==> src/rtl/soc_reset_sequencer.sv <==
// Fabric reset sequencer for mor1kx_soc: holds the SoC in reset after power-up/HPS reset and turns
// ISSP request levels into fixed-width cold/warm/debug pulses. Optional button debounce: SOC_RSTSEQ_DEBOUNCE_EN.
module soc_reset_sequencer #(
    parameter int HOLD_CYCLES     = 64,
    parameter int COLD_EXT        = 6,
    parameter int WARM_EXT        = 2,
    parameter int DEBUG_EXT       = 32,
    parameter int DEBOUNCE_CYCLES = 50000
) (
    input  logic       clk_i,
    input  logic       rstn_i,
    input  logic       hps_rstn_i,
    input  logic [2:0] req_i,
    input  logic       btn_ni,
    output logic       soc_rstn_o,
    output logic       cold_req_o,
    output logic       warm_req_o,
    output logic       debug_req_o,
    output logic [1:0] state_o
);

    function automatic int max_of(input int a, input int b);
        return (a > b) ? a : b;
    endfunction

    localparam int CNT_MAX = max_of(max_of(HOLD_CYCLES, COLD_EXT), max_of(WARM_EXT, DEBUG_EXT));
    localparam int CNT_W   = $clog2(CNT_MAX) + 1;

    localparam logic [CNT_W-1:0] HOLD_LAST  = CNT_W'(HOLD_CYCLES - 1);
    localparam logic [CNT_W-1:0] COLD_LOAD  = CNT_W'(COLD_EXT);
    localparam logic [CNT_W-1:0] WARM_LOAD  = CNT_W'(WARM_EXT);
    localparam logic [CNT_W-1:0] DEBUG_LOAD = CNT_W'(DEBUG_EXT);
    localparam logic [CNT_W-1:0] CNT_ONE    = CNT_W'(1);

    typedef enum logic [1:0] {
        ST_HOLD  = 2'd0,
        ST_RUN   = 2'd1,
        ST_PULSE = 2'd2
    } state_e;

    logic       hps_meta_q, hps_sync_q;
    logic [2:0] req_meta_q, req_sync_q, req_prev_q;
    logic [2:0] req_rise;

    always_ff @(posedge clk_i or negedge rstn_i) begin
        if (!rstn_i) begin
            hps_meta_q <= 1'b0;
            hps_sync_q <= 1'b0;
            req_meta_q <= '0;
            req_sync_q <= '0;
            req_prev_q <= '0;
        end else begin
            // NOTE: non-blocking assignments so each flop captures its predecessor's pre-edge value.
            hps_meta_q <= hps_rstn_i;
            hps_sync_q <= hps_meta_q;
            req_meta_q <= req_i;
            req_sync_q <= req_meta_q;
            req_prev_q <= req_sync_q;
        end
    end

    assign req_rise = req_sync_q & ~req_prev_q;

    logic btn_evt;

`ifdef SOC_RSTSEQ_DEBOUNCE_EN
    localparam int DB_W = $clog2(DEBOUNCE_CYCLES + 1);
    localparam logic [DB_W-1:0] DB_FULL = DB_W'(DEBOUNCE_CYCLES);

    logic            btn_meta_q, btn_sync_q, btn_prev_q;
    logic [DB_W-1:0] stable_q, stable_d;
    logic            db_level_q, db_level_d, db_prev_q;

    // stable_q is the length of the current run of identical samples, saturating at DEBOUNCE_CYCLES.
    always_comb begin
        stable_d   = stable_q;
        db_level_d = db_level_q;
        if (stable_q == '0 || btn_sync_q != btn_prev_q) begin
            stable_d = DB_W'(1);
        end else if (stable_q != DB_FULL) begin
            stable_d = stable_q + DB_W'(1);
        end
        if (stable_d == DB_FULL) begin
            db_level_d = btn_sync_q;
        end
    end

    always_ff @(posedge clk_i or negedge rstn_i) begin
        if (!rstn_i) begin
            btn_meta_q <= 1'b0;
            btn_sync_q <= 1'b0;
            btn_prev_q <= 1'b0;
            stable_q   <= '0;
            db_level_q <= 1'b1;
            db_prev_q  <= 1'b1;
        end else begin
            btn_meta_q <= btn_ni;
            btn_sync_q <= btn_meta_q;
            if (!hps_sync_q) begin
                btn_prev_q <= 1'b0;
                stable_q   <= '0;
                db_level_q <= 1'b1;
                db_prev_q  <= 1'b1;
            end else begin
                btn_prev_q <= btn_sync_q;
                stable_q   <= stable_d;
                db_level_q <= db_level_d;
                db_prev_q  <= db_level_q;
            end
        end
    end

    assign btn_evt = db_prev_q & ~db_level_q;
`else
    logic unused_btn;
    assign unused_btn = btn_ni ^ (DEBOUNCE_CYCLES > 1);
    assign btn_evt    = 1'b0;
`endif

    state_e           state_q, state_d;
    logic [CNT_W-1:0] cnt_q, cnt_d;
    logic             soc_rstn_q, soc_rstn_d;
    logic             cold_q, cold_d;
    logic             warm_q, warm_d;
    logic             debug_q, debug_d;
    logic             cold_evt, warm_evt, debug_evt;

    assign cold_evt  = req_rise[0];
    assign warm_evt  = req_rise[1] | btn_evt;
    assign debug_evt = req_rise[2];

    always_comb begin
        // NOTE: every next-state signal defaults to its held value so no path can infer a latch.
        state_d    = state_q;
        cnt_d      = cnt_q;
        soc_rstn_d = soc_rstn_q;
        cold_d     = cold_q;
        warm_d     = warm_q;
        debug_d    = debug_q;

        if (!hps_sync_q) begin
            state_d    = ST_HOLD;
            cnt_d      = '0;
            soc_rstn_d = 1'b0;
            cold_d     = 1'b0;
            warm_d     = 1'b0;
            debug_d    = 1'b0;
        end else begin
            case (state_q)
                ST_HOLD, ST_RUN: begin
                    if (cold_evt) begin
                        state_d    = ST_PULSE;
                        cnt_d      = COLD_LOAD;
                        cold_d     = 1'b1;
                        soc_rstn_d = 1'b0;
                    end else if (warm_evt) begin
                        state_d    = ST_PULSE;
                        cnt_d      = WARM_LOAD;
                        warm_d     = 1'b1;
                        soc_rstn_d = 1'b0;
                    end else if (debug_evt) begin
                        // Debug leaves the SoC reset level untouched.
                        state_d = ST_PULSE;
                        cnt_d   = DEBUG_LOAD;
                        debug_d = 1'b1;
                    end else if (state_q == ST_HOLD) begin
                        if (cnt_q == HOLD_LAST) begin
                            state_d    = ST_RUN;
                            cnt_d      = '0;
                            soc_rstn_d = 1'b1;
                        end else begin
                            cnt_d = cnt_q + CNT_ONE;
                        end
                    end
                end
                ST_PULSE: begin
                    if (cnt_q <= CNT_ONE) begin
                        cnt_d   = '0;
                        cold_d  = 1'b0;
                        warm_d  = 1'b0;
                        debug_d = 1'b0;
                        if (debug_q && soc_rstn_q) begin
                            state_d = ST_RUN;
                        end else begin
                            state_d    = ST_HOLD;
                            soc_rstn_d = 1'b0;
                        end
                    end else begin
                        cnt_d = cnt_q - CNT_ONE;
                    end
                end
                default: begin
                    state_d    = ST_HOLD;
                    cnt_d      = '0;
                    soc_rstn_d = 1'b0;
                    cold_d     = 1'b0;
                    warm_d     = 1'b0;
                    debug_d    = 1'b0;
                end
            endcase
        end
    end

    always_ff @(posedge clk_i or negedge rstn_i) begin
        if (!rstn_i) begin
            state_q    <= ST_HOLD;
            cnt_q      <= '0;
            soc_rstn_q <= 1'b0;
            cold_q     <= 1'b0;
            warm_q     <= 1'b0;
            debug_q    <= 1'b0;
        end else begin
            state_q    <= state_d;
            cnt_q      <= cnt_d;
            soc_rstn_q <= soc_rstn_d;
            cold_q     <= cold_d;
            warm_q     <= warm_d;
            debug_q    <= debug_d;
        end
    end

    assign soc_rstn_o  = soc_rstn_q;
    assign cold_req_o  = cold_q;
    assign warm_req_o  = warm_q;
    assign debug_req_o = debug_q;
    assign state_o     = state_q;

endmodule

==> config.mk <==
export PLATFORM = sky130hd
export DESIGN_NAME = soc_reset_sequencer
export DESIGN_NICKNAME = d
export VERILOG_FILES = /design/src/rtl/soc_reset_sequencer.sv
export SDC_FILE = /design/constraint.sdc
export NUM_CORES = 1
export LEC_CHECK = 0
export CAP_MARGIN = 20
export CORE_MARGIN = 5
export CORE_UTILIZATION = 50
export DETAILED_ROUTE_END_ITERATION = 8
export PLACE_DENSITY_LB_ADDON = 0.1
export SLEW_MARGIN = 20
export SYNTH_ARGS = -nofsm -noshare
export SYNTH_HDL_FRONTEND = slang
export SYNTH_SLANG_ARGS = --single-unit
==> constraint.sdc <==
create_clock -name clk_i -period 1.72 [get_ports clk_i]
set_input_delay 0.344 -clock clk_i [delete_from_list [all_inputs] [get_ports clk_i]]
set_output_delay 0.344 -clock clk_i [all_outputs]
set_load 0.05 [all_outputs]
After elaboration in Yosys (flattened, before gate mapping). Index checks and enable logic that the tools add are counted.

Flip-flop bits (word level): 24. Input bits: 7. Logic and storage cells: 78.

$add $sub $neg: 2. Order comparisons: 1. Eq/ne operators: 15. Muxes and demuxes: 39. Bitwise operators: 2. Reduce and logical (&&, ||, !) cells: 8.

Operators by type and width (count): 7-bit two-way mux (7); 3-bit inequality test, second input constant (7); 1-bit two-way mux (19); 5-bit inequality test, second input constant (3); 2-bit two-way mux (7); 7-bit one-hot mux with 2 select lines (1); 6-bit inequality test, second input constant (2); 1-bit one-hot mux with 2 select lines (4); 7-bit by 1-bit adder with 7-bit output, second input constant (1); 7-bit by 6-bit == test with 1-bit output, second input constant (1); 7-bit by 1-bit less-or-equal comparator with 1-bit output, second input constant (1); 7-bit by 1-bit subtractor with 7-bit output, second input constant (1); 3-bit AND reduction (2); 5-bit AND reduction (1); 2-bit one-hot mux with 2 select lines (1); 4-bit AND reduction (1); 3-bit bitwise AND (1); 3-bit inverter (1); 2-bit by 1-bit == test with 1-bit output, second input constant (1); 2-bit == test, second input constant (1); 2-bit logical NOT (1); 2-bit AND reduction (1); 2-bit OR reduction (1); 1-bit logical AND (1).

Logic depth before layout (Yosys ltp).
Word-level depth: 8. Mapped depth: 7.

Worst setup path before layout. Ideal clock, no wire load.

Path type: register to register. Start point: register cnt_q[5]. End point: register debug_q, in the netlist debug_req_o. Library setup time: 0.119 ns. Data arrival time: 1.604 ns. Slack: -0.003 ns. Cell stages (with the launch flop): 5. Buffers on the path: 0. Period minus slack after synthesis: 1.723 ns. Cells stage by stage: dfrtp_1 > or4_4 > o311a_4 > o2bb2ai_1 > and2_1.

Longest elaborated chain between the ends: 3.

RTL lines: start: declaration (RTL line 121) `logic [CNT_W-1:0] cnt_q, cnt_d;`; start signal: assignment (RTL line 214) `cnt_q <= cnt_d;`; 7-bit by 1-bit less-or-equal comparator with 1-bit output (RTL line 177) `if (cnt_q <= CNT_ONE) begin`; 3-bit inequality test (no line); 4-bit AND reduction (no line); end signal: assignment (RTL line 218) `debug_q <= debug_d;`; end: declaration (RTL line 125) `logic debug_q, debug_d;`.

No other way between the ends. A chain may end at the register's enable or synchronous reset.

Worst setup path in the final report.
Start point: register cnt_q[2]. End point: register warm_q, in the netlist warm_req_o.

Longest elaborated chain between the ends: 3.

RTL lines: 7-bit by 1-bit less-or-equal comparator with 1-bit output (RTL line 177); 3-bit inequality test (no line); 3-bit AND reduction (no line); end signal: assignment (RTL line 217) `warm_q <= warm_d;`; end: declaration (RTL line 124) `logic warm_q, warm_d;`.

No other way between the ends.

==> reports/qor.csv <==
stage,metric,value,unit
critical_path,cp-start-kind,register,
routing,firstDrtPassIters,4,
worst_hold_path,hp-class,in2async,
clock_network,h-tree-depth,1,
global_routing,grt_max_degree,25,
logic_synthesis,synth_cells,131,
clock_network,cts_buffers,3,
timing,finalCriticalPeriod,1730,ps
critical_path,cp_slowest_cell,or4_4,
global_routing,grt-ovfl-total,0,
logic_synthesis,ys_ff_latch,24,
floorplan,coreArea,0.00250,mm^2
global_routing,grt.total_usage,19.0,%
final_layout,num_antenna_cells,0,
logic_synthesis,synth_ff_type,dfrtp_1,
routing,ant_nets,0,
timing,setup_tns,-7.68,ps
clock_network,cts_root_buffer,clkbuf_4,
power_and_ir_drop,power_density,954,mW/mm^2
power_and_ir_drop,power.total,1.60,mW
timing,skew,4.83,ps
logic_synthesis,ys_warn_count,0,
logic_synthesis,synth_nets,141,
floorplan,die_area,0.00377,mm^2
logic_synthesis,synth-edff-count,0,
final_layout,final_cell_mix,"dfrtp_1, buf_4, nand2b_1, nand3_1",
floorplan,start_util,52.9,%
floorplan,die_x,61.4,um
timing,max_slew.worst_pin.slew,554,ps
clock_network,clock_latency,320,ps
critical_path,arrival,1950,ps
final_layout,layout_commonest_cell,dfrtp_1,
timing,slew_headroom,63.0,%
timing,slew_viol_final,0,
global_routing,first_global_vias,1137,
outcome,status,"complete, but fails checks",
final_layout,finalNetCount,167,
critical_path,end_kind,register,
critical_path,critPathRequiredTime,1940,ps
logic_synthesis,syn_avg_cell_area,10.1,um^2
critical_path,worstPathCellList,or4_4 > o311a_4 > o2bb2ai_1 > and2_1,
final_layout,areaGrowthSynthToFinish,26.5,%
final_layout,drive_gt1_share,25.6,%
place,gp_congestion,0.875,
timing,final-hold-violation-count,0,
routing,routed_wl,3050,um
power_and_ir_drop,power_leakage,0.696,nW
final_layout,fillers,176,
critical_path,cpPeakStageDelay,590,ps
clock_network,cts_buffer_depth,2,
logic_synthesis,syn_area,0.00132,mm^2
clock_network,clkSlewWorstSetupHoldPaths,130,ps
clock_network,cts_tree,done,
final_layout,design_area,0.00167,mm^2
logic_synthesis,synth_top_area_cell,dfrtp_1,
routing,via_per_inst,6.03,
timing,max_freq,579,MHz
place,dpl_cell_area,0.00156,mm^2
critical_path,critical_path_peak_fanout,6,
timing,setup_violations,2,
timing,fin_ws,-6.52,ps
outcome,violations,negative setup slack,
logic_synthesis,ys_top_cells_by_area,"dfrtp_1, o2bb2ai_1, nand2b_1",
global_routing,antenna_found_initial,0,
global_routing,grt_pass1_wl,5240,um
clock_network,cts.sinks,24,
routing,drc,0,
routing,post_drt_wl_per_cell,16.4,um
place,dp_hpwl,2230,um
floorplan,io_pins,13,
timing,finalCritPeriodShare,100,%
floorplan,die_h,61.4,um
power_and_ir_drop,vdd_drop_max,1.00,mV
timing,rsz0062_at_grt,true,
floorplan,rows,18,
critical_path,path_class,reg2reg,
logic_synthesis,async_reset_ff_share,100,%
place,io_buffers,11,
logic_synthesis,synth_top_area_share,45.4,%
logic_synthesis,synth.distinct_cells,44,
routing,num_vias,1121,
routing,drtIter0Drc,84,
flow_run,drv_cap,0,
critical_path,rrSetupSlack,-7,ps
logic_synthesis,seq_area_frac_synth,45.4,%
## registers in the layout (all words and copies together), names as in the netlist
name	flops
hps_sync_q	1
cold_req_o	1
req_meta_q	3
req_prev_q	3
cnt_q	7
hps_meta_q	1
req_sync_q	3
state_o	2
debug_req_o	1
soc_rstn_o	1
warm_req_o	1
## synth_stat cells, types with 2 or more instances
cell type and count:
dfrtp_1 24, nand2b_1 7, nand3_1 7, clkbuf_1 6, nand2_1 6, o2bb2ai_1 6
inv_1 5, a31oi_1 4, nor2_1 4, nor3_1 4, o211ai_1 4, o21ai_0 4
a21oi_1 3, and2_1 3, buf_2 3, ha_1 3, nor2b_1 3, nor4_1 3
a22o_1 2, nand3b_1 2, nor3b_1 2, o31ai_1 2, or3_1 2, xnor2_1 2
## layout make-up
cell class,count,area [um^2],share of cell area (%)
multi-input cells,93,701,41.9
flip-flops and latches,24,601,35.9
repair buffers,30,263,15.7
well taps,30,37.5,2.24
clock inverters,1,30.0,1.80
clock buffers,3,22.5,1.35
inverters,5,18.8,1.12
## report_power, final
group / internal [mW] / leakage (nW) / switching [mW]
clock: 0.236 / 0.0279 / 0.166
sequential: 0.606 / 0.304 / 0.0429
combinational: 0.253 / 0.364 / 0.291
total: 1.09 / 0.696 / 0.500
## repair_timing
action                     4_1_cts  5_1_grt
setup buffers                    0        3
hold buffers                     0        0
cloned                           0        0
setup endpoints to repair        5       10
pin swaps                        0        2
gates resized for setup          3        2
## routing by layer
| layer | vias to the layer above | wire, um | global-route usage (%) |
|---|---|---|---|
| met2 | 37 | 1530 | 32.2 |
| met4 | 0 | 65 | 7.27 |
| li1 | 535 | - | - |
| met1 | 540 | 1310 | 25.2 |
| met3 | 9 | 144 | 1.89 |
| met5 | - | 0 | 0 |
## worst max-delay path, delay by kind of cell (launching register included)
| family | cells | cell delay [ps] |
|---|---|---|
| compound gates | 2 | 500 |
| flops | 1 | 400 |
| simple gates | 2 | 750 |
## cell families after synthesis
group	share of synthesized area (%)
AO/OA/AOI/OAI	23.2
XOR/XNOR	1.99
adder cells (fa/ha/maj)	2.84
buffers and inverters	4.26
flip-flops	45.4
multiplexers	1.61
AND/OR/NAND/NOR	20.7
## per-stage QoR
stage / setup slack, ps / util [%] / cells / hold slack [ps]
6_report: -6.52 / 66.9 / 186 / 359
5_1_grt: -60.9 / 66.9 / 186 / 370
4_1_cts: -11.3 / 65.5 / 183 / 363
3_5_place_dp: -34.5 / 62.5 / 179 / 340
3_3_place_gp: -11.5 / 62.5 / 179 / 333
2_1_floorplan: 33.3 / - / 131 / 48.4
## path summary, 6_finish.rpt
path	from	to	depth (start not counted)
max	cnt_q[2]$_DFFE_PN0P_	warm_req_o$_DFFE_PN0P_	4
min	rstn_i	cnt_q[6]$_DFFE_PN0P_	2
max reg2reg	cnt_q[2]$_DFFE_PN0P_	warm_req_o$_DFFE_PN0P_	4
min reg2reg	hps_meta_q$_DFF_PN0_	hps_sync_q$_DFF_PN0_	0
max in group asynchronous	rstn_i	state_o[0]$_DFFE_PN0P_	2
min in group clk_i	hps_meta_q$_DFF_PN0_	hps_sync_q$_DFF_PN0_	0
(Power assumes the default switching activity.)
